File: src/rtl/armleo_axi_mux_ooo.sv
// armleo_axi_mux_ooo: N-host to 1-client AXI4 multiplexer with multiple outstanding transactions.
// Ports: clk, rst_n (async active-low); upstream_axi_{aw,w,b,ar,r}* are per-host packed arrays
// (index = host); downstream_axi_{aw,w,b,ar,r}* is the single client port, IDs prefixed with the host index.
module armleo_axi_mux_ooo #(
  parameter int HOST_NUMBER = 4,
  parameter int ADDR_WIDTH = 32,
  parameter int DATA_WIDTH = 32,
  parameter int ID_WIDTH = 4,
  parameter int MAX_OUTSTANDING = 4,
  parameter int W_FIFO_DEPTH = 4,
  localparam int HIDX_W = (HOST_NUMBER > 1) ? $clog2(HOST_NUMBER) : 1,
  localparam int DATA_STROBES = DATA_WIDTH / 8,
  localparam int DS_ID_WIDTH = ID_WIDTH + HIDX_W
) (
  input  logic clk,
  input  logic rst_n,
  input  logic [HOST_NUMBER-1:0] upstream_axi_awvalid,
  output logic [HOST_NUMBER-1:0] upstream_axi_awready,
  input  logic [HOST_NUMBER-1:0][ADDR_WIDTH-1:0] upstream_axi_awaddr,
  input  logic [HOST_NUMBER-1:0][7:0] upstream_axi_awlen,
  input  logic [HOST_NUMBER-1:0][2:0] upstream_axi_awsize,
  input  logic [HOST_NUMBER-1:0][1:0] upstream_axi_awburst,
  input  logic [HOST_NUMBER-1:0] upstream_axi_awlock,
  input  logic [HOST_NUMBER-1:0][ID_WIDTH-1:0] upstream_axi_awid,
  input  logic [HOST_NUMBER-1:0][2:0] upstream_axi_awprot,
  input  logic [HOST_NUMBER-1:0] upstream_axi_wvalid,
  output logic [HOST_NUMBER-1:0] upstream_axi_wready,
  input  logic [HOST_NUMBER-1:0][DATA_WIDTH-1:0] upstream_axi_wdata,
  input  logic [HOST_NUMBER-1:0][DATA_STROBES-1:0] upstream_axi_wstrb,
  input  logic [HOST_NUMBER-1:0] upstream_axi_wlast,
  output logic [HOST_NUMBER-1:0] upstream_axi_bvalid,
  input  logic [HOST_NUMBER-1:0] upstream_axi_bready,
  output logic [HOST_NUMBER-1:0][1:0] upstream_axi_bresp,
  output logic [HOST_NUMBER-1:0][ID_WIDTH-1:0] upstream_axi_bid,
  input  logic [HOST_NUMBER-1:0] upstream_axi_arvalid,
  output logic [HOST_NUMBER-1:0] upstream_axi_arready,
  input  logic [HOST_NUMBER-1:0][ADDR_WIDTH-1:0] upstream_axi_araddr,
  input  logic [HOST_NUMBER-1:0][7:0] upstream_axi_arlen,
  input  logic [HOST_NUMBER-1:0][2:0] upstream_axi_arsize,
  input  logic [HOST_NUMBER-1:0][1:0] upstream_axi_arburst,
  input  logic [HOST_NUMBER-1:0] upstream_axi_arlock,
  input  logic [HOST_NUMBER-1:0][ID_WIDTH-1:0] upstream_axi_arid,
  input  logic [HOST_NUMBER-1:0][2:0] upstream_axi_arprot,
  output logic [HOST_NUMBER-1:0] upstream_axi_rvalid,
  input  logic [HOST_NUMBER-1:0] upstream_axi_rready,
  output logic [HOST_NUMBER-1:0][1:0] upstream_axi_rresp,
  output logic [HOST_NUMBER-1:0] upstream_axi_rlast,
  output logic [HOST_NUMBER-1:0][DATA_WIDTH-1:0] upstream_axi_rdata,
  output logic [HOST_NUMBER-1:0][ID_WIDTH-1:0] upstream_axi_rid,
  output logic downstream_axi_awvalid,
  input  logic downstream_axi_awready,
  output logic [ADDR_WIDTH-1:0] downstream_axi_awaddr,
  output logic [7:0] downstream_axi_awlen,
  output logic [2:0] downstream_axi_awsize,
  output logic [1:0] downstream_axi_awburst,
  output logic downstream_axi_awlock,
  output logic [DS_ID_WIDTH-1:0] downstream_axi_awid,
  output logic [2:0] downstream_axi_awprot,
  output logic downstream_axi_wvalid,
  input  logic downstream_axi_wready,
  output logic [DATA_WIDTH-1:0] downstream_axi_wdata,
  output logic [DATA_STROBES-1:0] downstream_axi_wstrb,
  output logic downstream_axi_wlast,
  input  logic downstream_axi_bvalid,
  output logic downstream_axi_bready,
  input  logic [1:0] downstream_axi_bresp,
  input  logic [DS_ID_WIDTH-1:0] downstream_axi_bid,
  output logic downstream_axi_arvalid,
  input  logic downstream_axi_arready,
  output logic [ADDR_WIDTH-1:0] downstream_axi_araddr,
  output logic [7:0] downstream_axi_arlen,
  output logic [2:0] downstream_axi_arsize,
  output logic [1:0] downstream_axi_arburst,
  output logic downstream_axi_arlock,
  output logic [DS_ID_WIDTH-1:0] downstream_axi_arid,
  output logic [2:0] downstream_axi_arprot,
  input  logic downstream_axi_rvalid,
  output logic downstream_axi_rready,
  input  logic [1:0] downstream_axi_rresp,
  input  logic downstream_axi_rlast,
  input  logic [DATA_WIDTH-1:0] downstream_axi_rdata,
  input  logic [DS_ID_WIDTH-1:0] downstream_axi_rid
);
  localparam int CNT_W = $clog2(MAX_OUTSTANDING + 1);
  localparam int FP_W = $clog2(W_FIFO_DEPTH);
  localparam int QC_W = FP_W + 1;
  localparam int HSPACE = 1 << HIDX_W;
  // Host-index values that map to a real host; the rest are illegal response IDs.
  localparam logic [HSPACE-1:0] LEGAL = {HSPACE{1'b1}} >> (HSPACE - HOST_NUMBER);

  // First requester at or after ptr, wrapping around the host ring.
  function automatic logic [HIDX_W-1:0] rr_pick(input logic [HOST_NUMBER-1:0] req, input logic [HIDX_W-1:0] ptr);
    logic [HIDX_W-1:0] pick, h;
    pick = ptr;
    for (int k = HOST_NUMBER - 1; k >= 0; k--) begin
      h = HIDX_W'((int'(ptr) + k) % HOST_NUMBER);
      if (req[h]) pick = h;
    end
    return pick;
  endfunction

  logic ar_hold, ar_act, ar_hs, r_done, r_ok;
  logic [HIDX_W-1:0] ar_idx, ar_ptr, ar_sel, r_host;
  logic [CNT_W-1:0] ar_cnt;
  logic aw_hold, aw_act, aw_hs, b_done, b_ok, w_pop, wq_empty, wq_full;
  logic [HIDX_W-1:0] aw_idx, aw_ptr, aw_sel, b_host, w_head;
  logic [CNT_W-1:0] aw_cnt;
  logic [W_FIFO_DEPTH-1:0][HIDX_W-1:0] wq;
  logic [FP_W-1:0] wq_wr, wq_rd;
  logic [QC_W-1:0] wq_cnt;

  // Read address: a held grant survives client back-pressure; new grants need counter room.
  always_comb begin
    ar_sel = ar_hold ? ar_idx : rr_pick(upstream_axi_arvalid, ar_ptr);
    ar_act = rst_n && (ar_hold || (ar_cnt < CNT_W'(MAX_OUTSTANDING) && |upstream_axi_arvalid));
  end

  assign downstream_axi_arvalid = ar_act;
  assign downstream_axi_araddr = upstream_axi_araddr[ar_sel];
  assign downstream_axi_arlen = upstream_axi_arlen[ar_sel];
  assign downstream_axi_arsize = upstream_axi_arsize[ar_sel];
  assign downstream_axi_arburst = upstream_axi_arburst[ar_sel];
  assign downstream_axi_arlock = upstream_axi_arlock[ar_sel];
  assign downstream_axi_arprot = upstream_axi_arprot[ar_sel];
  assign downstream_axi_arid = {ar_sel, upstream_axi_arid[ar_sel]};
  assign upstream_axi_arready = (ar_act && downstream_axi_arready) ? HOST_NUMBER'(1) << ar_sel : '0;
  assign ar_hs = downstream_axi_arvalid && downstream_axi_arready;

  // Read data: routed by the host tag in the ID, payload broadcast.
  assign r_host = downstream_axi_rid[DS_ID_WIDTH-1:ID_WIDTH];
  assign r_ok = LEGAL[r_host];
  assign upstream_axi_rvalid = (rst_n && downstream_axi_rvalid && r_ok) ? HOST_NUMBER'(1) << r_host : '0;
  assign downstream_axi_rready = rst_n && (!r_ok || upstream_axi_rready[r_host]);
  assign upstream_axi_rid = {HOST_NUMBER{downstream_axi_rid[ID_WIDTH-1:0]}};
  assign upstream_axi_rdata = {HOST_NUMBER{downstream_axi_rdata}};
  assign upstream_axi_rresp = {HOST_NUMBER{downstream_axi_rresp}};
  assign upstream_axi_rlast = {HOST_NUMBER{downstream_axi_rlast}};
  assign r_done = downstream_axi_rvalid && downstream_axi_rready && downstream_axi_rlast;

  always_ff @(posedge clk or negedge rst_n)
    if (!rst_n) begin
      ar_hold <= 1'b0;
      ar_idx <= '0;
      ar_ptr <= '0;
      ar_cnt <= '0;
    end else begin
      ar_hold <= downstream_axi_arvalid && !downstream_axi_arready;
      ar_idx <= ar_sel;
      if (ar_hs) ar_ptr <= HIDX_W'((int'(ar_sel) + 1) % HOST_NUMBER);
      ar_cnt <= ar_cnt + CNT_W'(ar_hs) - CNT_W'(r_done);
    end

  // Write address: a full steering FIFO still admits a grant when its head pops this cycle.
  always_comb begin
    aw_sel = aw_hold ? aw_idx : rr_pick(upstream_axi_awvalid, aw_ptr);
    aw_act = rst_n && (aw_hold || (aw_cnt < CNT_W'(MAX_OUTSTANDING) && (!wq_full || w_pop) && |upstream_axi_awvalid));
  end

  assign downstream_axi_awvalid = aw_act;
  assign downstream_axi_awaddr = upstream_axi_awaddr[aw_sel];
  assign downstream_axi_awlen = upstream_axi_awlen[aw_sel];
  assign downstream_axi_awsize = upstream_axi_awsize[aw_sel];
  assign downstream_axi_awburst = upstream_axi_awburst[aw_sel];
  assign downstream_axi_awlock = upstream_axi_awlock[aw_sel];
  assign downstream_axi_awprot = upstream_axi_awprot[aw_sel];
  assign downstream_axi_awid = {aw_sel, upstream_axi_awid[aw_sel]};
  assign upstream_axi_awready = (aw_act && downstream_axi_awready) ? HOST_NUMBER'(1) << aw_sel : '0;
  assign aw_hs = downstream_axi_awvalid && downstream_axi_awready;

  // Write data: the FIFO head (registered, so never the same-cycle AW) owns the W channel.
  assign wq_empty = wq_cnt == '0;
  assign wq_full = wq_cnt == QC_W'(W_FIFO_DEPTH);
  assign w_head = wq[wq_rd];
  assign downstream_axi_wvalid = rst_n && !wq_empty && upstream_axi_wvalid[w_head];
  assign downstream_axi_wdata = upstream_axi_wdata[w_head];
  assign downstream_axi_wstrb = upstream_axi_wstrb[w_head];
  assign downstream_axi_wlast = upstream_axi_wlast[w_head];
  assign upstream_axi_wready = (rst_n && !wq_empty && downstream_axi_wready) ? HOST_NUMBER'(1) << w_head : '0;
  assign w_pop = downstream_axi_wvalid && downstream_axi_wready && downstream_axi_wlast;

  // Write response: same routing rules as read data.
  assign b_host = downstream_axi_bid[DS_ID_WIDTH-1:ID_WIDTH];
  assign b_ok = LEGAL[b_host];
  assign upstream_axi_bvalid = (rst_n && downstream_axi_bvalid && b_ok) ? HOST_NUMBER'(1) << b_host : '0;
  assign downstream_axi_bready = rst_n && (!b_ok || upstream_axi_bready[b_host]);
  assign upstream_axi_bid = {HOST_NUMBER{downstream_axi_bid[ID_WIDTH-1:0]}};
  assign upstream_axi_bresp = {HOST_NUMBER{downstream_axi_bresp}};
  assign b_done = downstream_axi_bvalid && downstream_axi_bready;

  always_ff @(posedge clk or negedge rst_n)
    if (!rst_n) begin
      aw_hold <= 1'b0;
      aw_idx <= '0;
      aw_ptr <= '0;
      aw_cnt <= '0;
      wq <= '0;
      wq_wr <= '0;
      wq_rd <= '0;
      wq_cnt <= '0;
    end else begin
      aw_hold <= downstream_axi_awvalid && !downstream_axi_awready;
      aw_idx <= aw_sel;
      if (aw_hs) aw_ptr <= HIDX_W'((int'(aw_sel) + 1) % HOST_NUMBER);
      aw_cnt <= aw_cnt + CNT_W'(aw_hs) - CNT_W'(b_done);
      if (aw_hs) wq[wq_wr] <= aw_sel;
      if (aw_hs) wq_wr <= wq_wr + 1'b1;
      if (w_pop) wq_rd <= wq_rd + 1'b1;
      wq_cnt <= wq_cnt + QC_W'(aw_hs) - QC_W'(w_pop);
    end

  // Responses tagged with a non-existent host are dropped; a legal client never sends them.
  always_ff @(posedge clk)
    if (rst_n && (downstream_axi_rvalid || downstream_axi_bvalid)) assert ((!downstream_axi_rvalid || r_ok) && (!downstream_axi_bvalid || b_ok));
endmodule
File: config.mk
export PLATFORM = sky130hd
export DESIGN_NAME = armleo_axi_mux_ooo
export DESIGN_NICKNAME = d
export VERILOG_FILES = /design/src/rtl/armleo_axi_mux_ooo.sv
export SDC_FILE = /design/constraint.sdc
export NUM_CORES = 1
export LEC_CHECK = 0
export BUFFER_PORTS_ARGS = -buffer_cell sky130_fd_sc_hd__buf_4
export CORE_AREA = 3 3 385 387
export CTS_BUF_LIST = sky130_fd_sc_hd__clkbuf_4
export DETAILED_ROUTE_END_ITERATION = 12
export DIE_AREA = 0 0 388 390
export PLACE_DENSITY = 0.3
export SYNTH_ARGS = -nofsm -noshare
export SYNTH_HDL_FRONTEND = slang
export SYNTH_SLANG_ARGS = --single-unit
File: constraint.sdc
create_clock -name clk -period 4.2 [get_ports clk]
set_input_delay 0.84 -clock clk [delete_from_list [all_inputs] [get_ports clk]]
set_output_delay 0.84 -clock clk [all_outputs]
set_load 0.005 [all_outputs]
# [After elaboration in Yosys (flattened, before gate mapping)]
# Index checks and enable logic that the tools add are counted.
[op_classes] order_cmp=18 shifts=5 n_mux=80 reduce_logical=38 addsub=16 eq_ne=1
[op_table] operator="32-bit binary-select mux with 2-bit select" count=3
[op_table] operator="32-bit two-way mux" count=3
[op_table] operator="2-bit by 3-bit < comparator with 1-bit output, second input constant" count=15
[op_table] operator="1-bit binary-select mux with 2-bit select" count=16
[op_table] operator="8-bit binary-select mux with 2-bit select" count=2
[op_table] operator="4-bit two-way mux" count=8
[op_table] operator="2-bit two-way mux" count=14
[op_table] operator="3-bit binary-select mux with 2-bit select" count=4
[op_table] operator="4-bit binary-select mux with 2-bit select" count=3
[op_table] operator="1-bit logical AND" count=24
[op_table] operator="1-bit by 2-bit << shifter with 4-bit output, first input constant" count=5
[op_table] operator="1-bit two-way mux" count=16
[op_table] operator="8-bit two-way mux" count=2
[op_table] operator="2-bit by 1-bit adder with 2-bit output, second input constant" count=6
[op_table] operator="2-bit binary-select mux with 2-bit select" count=3
[op_table] operator="3-bit two-way mux" count=4
[op_table] operator="3-bit by 1-bit adder with 3-bit output" count=3
[op_table] operator="3-bit by 1-bit subtractor with 3-bit output" count=3
[op_table] operator="2-bit adder, second input constant" count=4
[op_table] operator="8-bit bitwise mux" count=1
[op_table] operator="4-bit OR reduction" count=2
[op_table] operator="1-bit zero test" count=6
[op_table] operator="3-bit < comparator, second input constant" count=2
[op_table] operator="1-bit logical OR" count=5
[op_table] operator="4 further kinds" count=4
[word_totals] in_bits=648 reg_bits=31 out_inout_bits=352

# [Longest topological paths before layout]
# Gate-level depths: netlist of the first run.
[logic_depth] depth_word=15 depth_mapped=12 ltp_nobuf=10

# [Worst setup path after synthesis of the first run]
# No wires, ideal clock.
[synth_path] kind="input -> output" startpoint="input port upstream_axi_arvalid[2]" endpoint="output port upstream_axi_arready[2]" path_stages=9 n_path_buf=2 arrival_time_ns=2.604 required_ns=3.360 path_slack_ns=0.756 path_cell_list="nand2b_1 > a22oi_1 > o221ai_1 > o21ai_0 > buf_2 > buf_1 > inv_1 > ha_1 > and3_1"
[synth_via] elab_chain_len=9 word_cells_on_any_way=20
[synth_lines] item="start: declaration" line_no="35" text="input logic [HOST_NUMBER-1:0] upstream_axi_arvalid,"
[synth_lines] item="1-bit binary-select mux with 2-bit select" line_no="97" text="if (req[h]) pick = h;"
[synth_lines] item="1-bit two-way mux (implied by the code)" line_no="97"
[synth_lines] item="2-bit two-way mux (3 in series)" line_no="97"
[synth_lines] item="2-bit two-way mux (*)" line_no="97"
[synth_lines] item="2-bit two-way mux (*)" line_no="114" text="ar_sel = ar_hold ? ar_idx : rr_pick(upstream_axi_arvalid, ar_ptr);"
[synth_lines] item="named net downstream_axi_arid[4]" line_no="75" text="output logic [DS_ID_WIDTH-1:0] downstream_axi_arid,"
[synth_lines] item="1-bit by 2-bit << shifter with 4-bit output (*)" line_no="126" text="assign upstream_axi_arready = (ar_act && downstream_axi_arready) ? HOST_NUMBER'(1) << ar_sel : '0;"
[synth_lines] item="4-bit two-way mux (*)" line_no="126"
[synth_lines] item="end: declaration" line_no="36" text="output logic [HOST_NUMBER-1:0] upstream_axi_arready,"
# The timed path passes the listed nets; every way through them passes the cells marked *. The select of a mux whose other input is x is not followed.

# [Final worst setup path of the first run]
[layout_path] startpoint="input port upstream_axi_awvalid[2]" endpoint="output port downstream_axi_awsize[1]"
[layout_via] elab_chain_len=9 word_cells_on_any_way=15
[layout_lines] item="start: declaration" line_no="17" text="input logic [HOST_NUMBER-1:0] upstream_axi_awvalid,"
[layout_lines] item="1-bit binary-select mux with 2-bit select" line_no="97"
[layout_lines] item="1-bit two-way mux (implied by the code)" line_no="97"
[layout_lines] item="2-bit two-way mux (3 in series)" line_no="97"
[layout_lines] item="2-bit two-way mux (*)" line_no="97"
[layout_lines] item="2-bit two-way mux (*)" line_no="155" text="aw_sel = aw_hold ? aw_idx : rr_pick(upstream_axi_awvalid, aw_ptr);"
[layout_lines] item="3-bit binary-select mux with 2-bit select (*)" line_no="162" text="assign downstream_axi_awsize = upstream_axi_awsize[aw_sel];"
[layout_lines] item="3-bit two-way mux (implied by the code) (*)" line_no="162"
[layout_lines] item="end: declaration" line_no="54" text="output logic [2:0] downstream_axi_awsize,"
# Mark *: on every way between the ends. The rest lies on a longest branch, timed or not. The select of a mux whose other input is x is not followed.

==> results of run 1 <==
## synthesized netlist by cell type (all sizes together), types with 4 or more instances
master,instances,area [µm²]
buf,209,1490
nand2,21,78.8
nor2b,5,31.3
mux4,43,968
inv,29,109
nor2,8,30.0
ha,18,225
and2,6,37.5
mux2i,320,3200
o21ai,5,25.0
o21a,4,30.0
and3,5,31.3
clkbuf,21,78.8
mux2,11,124
xnor2,8,70.1
nor3,8,40.0
dfrtp,31,776
## metal layers
metal	GRT usage, %	vias to the layer above	part of all wire [%]
met2	12.4	465	50
met3	2.73	73	8.8
met4	1.19	2	1.5
met5	0	-	0.023
met1	8.17	3861	39
li1	-	3872	-
## state kept, by name (all words and copies together), names as in the netlist
name / cells
wq_wr: 2
aw_cnt: 3
aw_hold: 1
ar_hold: 1
ar_ptr: 2
aw_ptr: 2
wq_rd: 2
wq: 8
wq_cnt: 3
aw_idx: 2
ar_cnt: 3
ar_idx: 2
## power groups by stage
stage	logic (mW)	clock network, mW	registers [mW]
final	6.61	0.291	0.581
after global routing	7.16	0.340	0.608
after CTS	6.82	0.334	0.585
after detailed placement	6.80	0	0.592
after global placement	6.84	0	0.595
after floorplan	3.66	0	0.526
## critical path, stage by stage
cell,delay (ns)
buf_4,0.13
nor2b_1,0.13
a2111oi_0,0.69
o31ai_4,0.14
buf_12,0.20
buf_4,0.31
mux2i_1,0.13
mux2i_1,0.20
buf_4,0.16
## how the worst max path moves through the flow
| stage | from | end | slack, ns | cells past startpoint |
|---|---|---|---|---|
| 2_1_floorplan | upstream_axi_arvalid[2] | upstream_axi_arready[2] | 0.76 | 9 |
| 3_3_place_gp | upstream_axi_awvalid[2] | downstream_axi_awsize[1] | 0.26 | 9 |
| 3_5_place_dp | upstream_axi_awvalid[2] | downstream_axi_awsize[1] | 0.28 | 9 |
| 4_1_cts | upstream_axi_awvalid[2] | downstream_axi_awsize[1] | 0.28 | 9 |
| 5_1_grt | upstream_axi_awvalid[2] | downstream_axi_awsize[1] | 0.1 | 9 |
| 6_report | upstream_axi_awvalid[2] | downstream_axi_awsize[1] | 0.30 | 9 |
## kinds of logic (layout without fill, tap and decap cells)
logic type / count (synthesis) / count (layout) / synth area share [%]
other: 0 / 6 / 0
AND/OR/NAND/NOR: 64 / 64 / 4.29
flip-flops: 31 / 31 / 10.1
AO/OA/AOI/OAI: 28 / 28 / 2.72
XOR/XNOR: 9 / 9 / 1.03
buffers and inverters: 259 / 854 / 21.9
adder cells (fa/ha/maj): 21 / 21 / 3.73
multiplexers: 374 / 374 / 56.2
## stage by stage
step / cells / setup WS (ns) / utilization (%) / total power [mW]
after floorplan: 786 / 0.756 / - / 4.18
after global placement: 3290 / 0.264 / 10.2 / 7.43
after detailed placement: 3290 / 0.282 / 10.2 / 7.39
after CTS: 3298 / 0.276 / 10.2 / 7.74
after global routing: 3301 / 0.0986 / 10.2 / 8.11
final: 3304 / 0.298 / 10.2 / 7.48
## layout make-up
class / instances / area share [%]
antenna: 6 / 0.101
clock buffer: 5 / 0.253
sequential: 31 / 5.22
multi-input combinational: 496 / 35.3
tap: 1917 / 16.1
timing repair buffer: 817 / 42.0
inverter: 29 / 0.733
clock inverter: 3 / 0.261
==> results by group, run 1 <==
Outcome
  – Status: completed

Cells and area
  – Sequential cell area: 776 µm²
  – Multi-input gate area: 5250 µm²
  – Final nets: 2049
  – Layout cells sized above 1: between 60 and 70%
  – Layout fillers: ~17000
  – Commonest non-fill, non-tap cell in the layout: buf_4
  – Most frequent cells in the layout: buf_4 (809), mux2i_1 (320), mux4_2 (42), dfrtp_1 (31), inv_1 (29)
  – P&R area growth vs syn: 94.4%
  – Final Instance Area: 14900 µm²

Clocking
  – Clk_lat worst skew: 0.47 ns
  – Post-CTS Setup Bufs: 0
  – H-tree Lvls: 2
  – Clk pin slew, worst setup/hold paths: 0.12 ns
  – Hold buffers post-CTS: 0
  – Post_cts resized: 0
  – CTS root buf: clkbuf_4
  – Clk sinks: 31
  – CTS tree: built
  – TritonCTS buffer count: 5
  – Clock Tree Buf Depth: 2

Worst setup path
  – R2r setup slk: 0.99 ns
  – CP required: ~3.4 ns
  – Critical path type: in -> out
  – RR Endpoint: wq_cnt[2]
  – Critical path arrival: 3.06 ns
  – Worst Path Max Fanout: 41
  – CP startpoint kind: input port
  – Crit. End Element: output port
  – Reg2reg path depth: 10
  – Reg2Reg Launch Point: wq_rd[0]

Floorplanning
  – # rows: 140
  – Die Footprint: 151000 µm²
  – Core Footprint: 145000 µm²
  – Starting Density: 5.26%
  – Die H: 390 µm
  – Ports: 1000
  – Die X-Extent: slightly below 400 µm

Power
  – Sequential Power Share: 7.8%
  – Combinational share of power: 88.4%
  – Switching Fraction: 44.0%
  – Sw Pwr: 3.29 mW
  – Max IR drop VDD: 0.000283 V
  – P per Cell Area: 504 nW/µm²
  – Int Pwr: around 4.2 mW
  – P_leak: 6.91 nW
  – Clock share of power: 3.9%

Detailed routing
  – Post-route DRC: 0
  – Final ANT Viol Nets: 0
  – Post-Route WL: 56.7 mm
  – Pre-antenna DRT Iters: 4
  – WL per Instance: 17.2 µm
  – 1st-iter DRT viols: 217
  – Vias: 8273
  – Vias per cell: around 2.5

STA
  – Final setup violation count: 0
  – Actual slew at the worst max-slew pin: 0.780 ns
  – Setup TNS: 0 ns
  – Tcrit/Tclk final: 92.9%
  – RSZ-0062 raised after global routing: no
  – Setup Skew: between 0.05 and 0.06 ns
  – Worst Hold Slack: 0.212 ns
  – Fmax: ~0.26 GHz
  – Rel. slew slack: 46.7%
  – Hold Violations, Final: 0
  – Final Max Tran Viols: 0
  – Tmin final: 3.90 ns

Synthesis
  – Post-Synthesis Cells: 786
  – Main synth FF type: dfrtp_1
  – #FFs+latches synth: 31
  – Synth unique cells: 43
  – Synth Area per Inst: 9.72 µm²
  – Syn Nets: 1455
  – Post-synth EDFFs: 0
  – Sequential share of the synthesized area: 10.1%
  – Yosys warnings: 0
  – FFs w/ async S/R, synth: 100%
  – Mapped Area: ~7600 µm²

Global routing
  – Total track usage: under 10%
  – Gr ovfl total: 0
  – Vias in the first global route: 8803
  – First-pass GRT wire length: 74.4 mm
  – Largest net degree at the start of global routing: 44
  – Initial antenna violation count: 21

Placement
  – Global placement routability congestion: 0.820
  – DP Area: ~15000 µm²
  – IO buf count: 779
  – Post-DP HPWL: 51.7 mm

Hold path
  – Hold Crit Class: in -> async

Job
  – MaxCap Viol Count: 0
(Power assumes the default switching activity.)
==> run 2, diff against run 1 <==
--- a/config.mk
+++ b/config.mk
@@ -11,6 +11,7 @@
 export DETAILED_ROUTE_END_ITERATION = 12
 export DIE_AREA = 0 0 388 390
 export PLACE_DENSITY = 0.3
+export SETUP_SLACK_MARGIN = 0.1
 export SYNTH_ARGS = -nofsm -noshare
 export SYNTH_HDL_FRONTEND = slang
 export SYNTH_SLANG_ARGS = --single-unit
==> constraint.sdc (replaced) <==
create_clock -name clk -period 3.94 [get_ports clk]
set_input_delay 0.788 -clock clk [delete_from_list [all_inputs] [get_ports clk]]
set_output_delay 0.788 -clock clk [all_outputs]
set_load 0.005 [all_outputs]
==> run 2 against run 1 <==
Effect of this change:
- wire length shrank 0.17%
- global-route usage barely moved
- first-iteration DRC count is 5.1% lower
- sequential share of layout area about the same
- sequential power grew 7.2%
- clock skew grew 0.0048 ns
- total power grew 6.6%
- clock power rose by 13%
- sequential cell count unchanged
- cell area barely moved
- clock-buffer cell count did not move
- utilization about the same
- critical endpoint is now downstream_axi_araddr[15]
- highest routed layer unchanged
==> results by group, run 2 (same netlist as run 1, synthesis figures left out) <==
Outcome
  – Status: completed

Worst setup path
  – Crit. End Element: output port
  – CP top delay family: compound AO/OA/AOI/OAI gates
  – Critical path arrival: 2.91 ns
  – Crit. path cell count: 8
  – CP startpoint kind: input port
  – Reg2reg path depth: 10
  – Max stage delay on crit path: 0.64 ns
  – Worst Path Max Fanout: 43
  – Critical-path top delay cell: a2111oi_1
  – CP required: 3.15 ns
  – CP Buf/Inv Count: 3
  – Critical path type: in -> out
  – Cell Chain, Critical Path: buf_4 -> nor2b_1 -> a2111oi_1 -> o31ai_4 -> buf_12 -> mux2i_1 -> mux2i_1 -> buf_4

Power
  – Int Pwr: 4.45 mW
  – Switching Fraction: 44.3%
  – Sequential Power Share: 7.8%
  – Sw Pwr: about 3.5 mW
  – Max IR drop VDD: 0.000386 V
  – Combinational share of power: 88.1%
  – P per Cell Area: 537 nW/µm²
  – Clock share of power: 4.1%
  – Power, Total: 7.98 mW
  – P_leak: between 6 and 7 nW

STA
  – RSZ-0062 raised after global routing: no
  – Fmax: 0.270 GHz
  – Rel. slew slack: between 50 and 60%
  – Final setup violation count: 0
  – Actual slew at the worst max-slew pin: roughly 0.66 ns
  – Tmin final: 3.70 ns
  – Tcrit/Tclk final: 93.9%
  – Hold Violations, Final: 0
  – Final Max Tran Viols: 0
  – Setup TNS: 0 ns
  – Setup Skew: 0.0572 ns
  – Worst Hold Slack: roughly 0.29 ns
  – Fin worst setup slack: 0.242 ns

Clocking
  – H-tree Lvls: 2
  – Clock Tree Buf Depth: 2
  – CTS root buf: clkbuf_4
  – CTS tree: built
  – Hold buffers post-CTS: 0
  – Post_cts resized: 2
  – Clk pin slew, worst setup/hold paths: 0.21 ns
  – TritonCTS buffer count: 5
  – Clk sinks: 31
  – Post-CTS Setup Bufs: 0
  – Clk_lat worst skew: around 0.48 ns

Cells and area
  – Layout fillers: 16900
  – Most frequent cells in the layout: buf_4 (808), mux2i_1 (320), mux4_2 (42), dfrtp_1 (30), inv_1 (29)
  – P&R area growth vs syn: 94.3%
  – Final Instance Area: 14900 µm²
  – Max reg flops: 8
  – Layout cells sized above 1: between 60% and 70%
  – Final nets: 2048
  – Commonest non-fill, non-tap cell in the layout: buf_4
  – Final std cells w/o fill: roughly 3300
  – Core Util, Final: 10.2%
  – Reg with most FFs: wq

Floorplanning
  – Die X-Extent: around 390 µm
  – Core Footprint: 145000 µm²
  – Die H: between 300 and 400 µm
  – Ports: 1000
  – # rows: 140
  – Die Footprint: between 150000 and 200000 µm²
  – Starting Density: 5.26%

Global routing
  – Gr ovfl total: 0
  – Largest net degree at the start of global routing: 44
  – Vias in the first global route: about 8700
  – Initial antenna violation count: 24
  – First-pass GRT wire length: 74.0 mm
  – Total track usage: approximately 7.0%

Detailed routing
  – Pre-antenna DRT Iters: 4
  – Vias per cell: 2.48
  – Vias: about 8000
  – Final ANT Viol Nets: 0
  – Post-Route WL: 56.6 mm
  – 1st-iter DRT viols: roughly 210
  – Post-route DRC: 0
  – WL per Instance: 17.1 µm

Placement
  – DP Area: 14700 µm²
  – Global placement routability congestion: 0.766
  – Post-DP HPWL: 51.3 mm
  – Setup WS pre-CTS: 0.167 ns
  – Placed cell count: 3289
  – IO buf count: approximately 780

Hold path
  – Hold Crit Class: in -> async

Job
  – MaxCap Viol Count: 0
[run 2: power groups by stage]
stage / clock network (mW) / logic, mW / registers (mW)
floorplan: 0 / 3.90 / 0.561
global placement: 0 / 7.24 / 0.639
CTS: 0.369 / 7.23 / 0.622
global route: 0.374 / 7.63 / 0.649
detailed placement: 0 / 7.20 / 0.630
finish: 0.328 / 7.03 / 0.623
[run 2: metal layers]
metal	vias up	GRT usage [%]	share of wire, %
li1	3870	-	-
met1	3752	8.05	39
met2	475	12.4	50
met3	77	2.92	9.3
met4	6	1.17	1.4
met5	-	0	0.057
[run 2: cell type report]
cell class / count / area (µm²) / share of cell area (%)
Antenna cell: 4 / 10.0 / 0.0674
Clock buffer: 5 / 37.5 / 0.253
Clock inverter: 3 / 38.8 / 0.261
Inverter: 29 / 109 / 0.733
Multi-Input combinational cell: 496 / 5260 / 35.4
Sequential cell: 31 / 777 / 5.23
Tap cell: 1917 / 2400 / 16.2
Timing Repair Buffer: 816 / 6220 / 41.9
[run 2: final timing paths]
path                       slack [ns]                         to               startpoint
hold / removal                   0.29                      wq[6]                    rst_n
hold reg to reg                  0.50                  ar_cnt[2]                ar_cnt[2]
max in group asynchronous        3.28                  ar_ptr[0]                    rst_n
setup / recovery                 0.24  downstream_axi_araddr[15]  upstream_axi_arvalid[2]
setup reg to reg                 0.88                  wq_cnt[2]                 wq_rd[0]
min in group clk                 0.50                  ar_cnt[2]                ar_cnt[2]
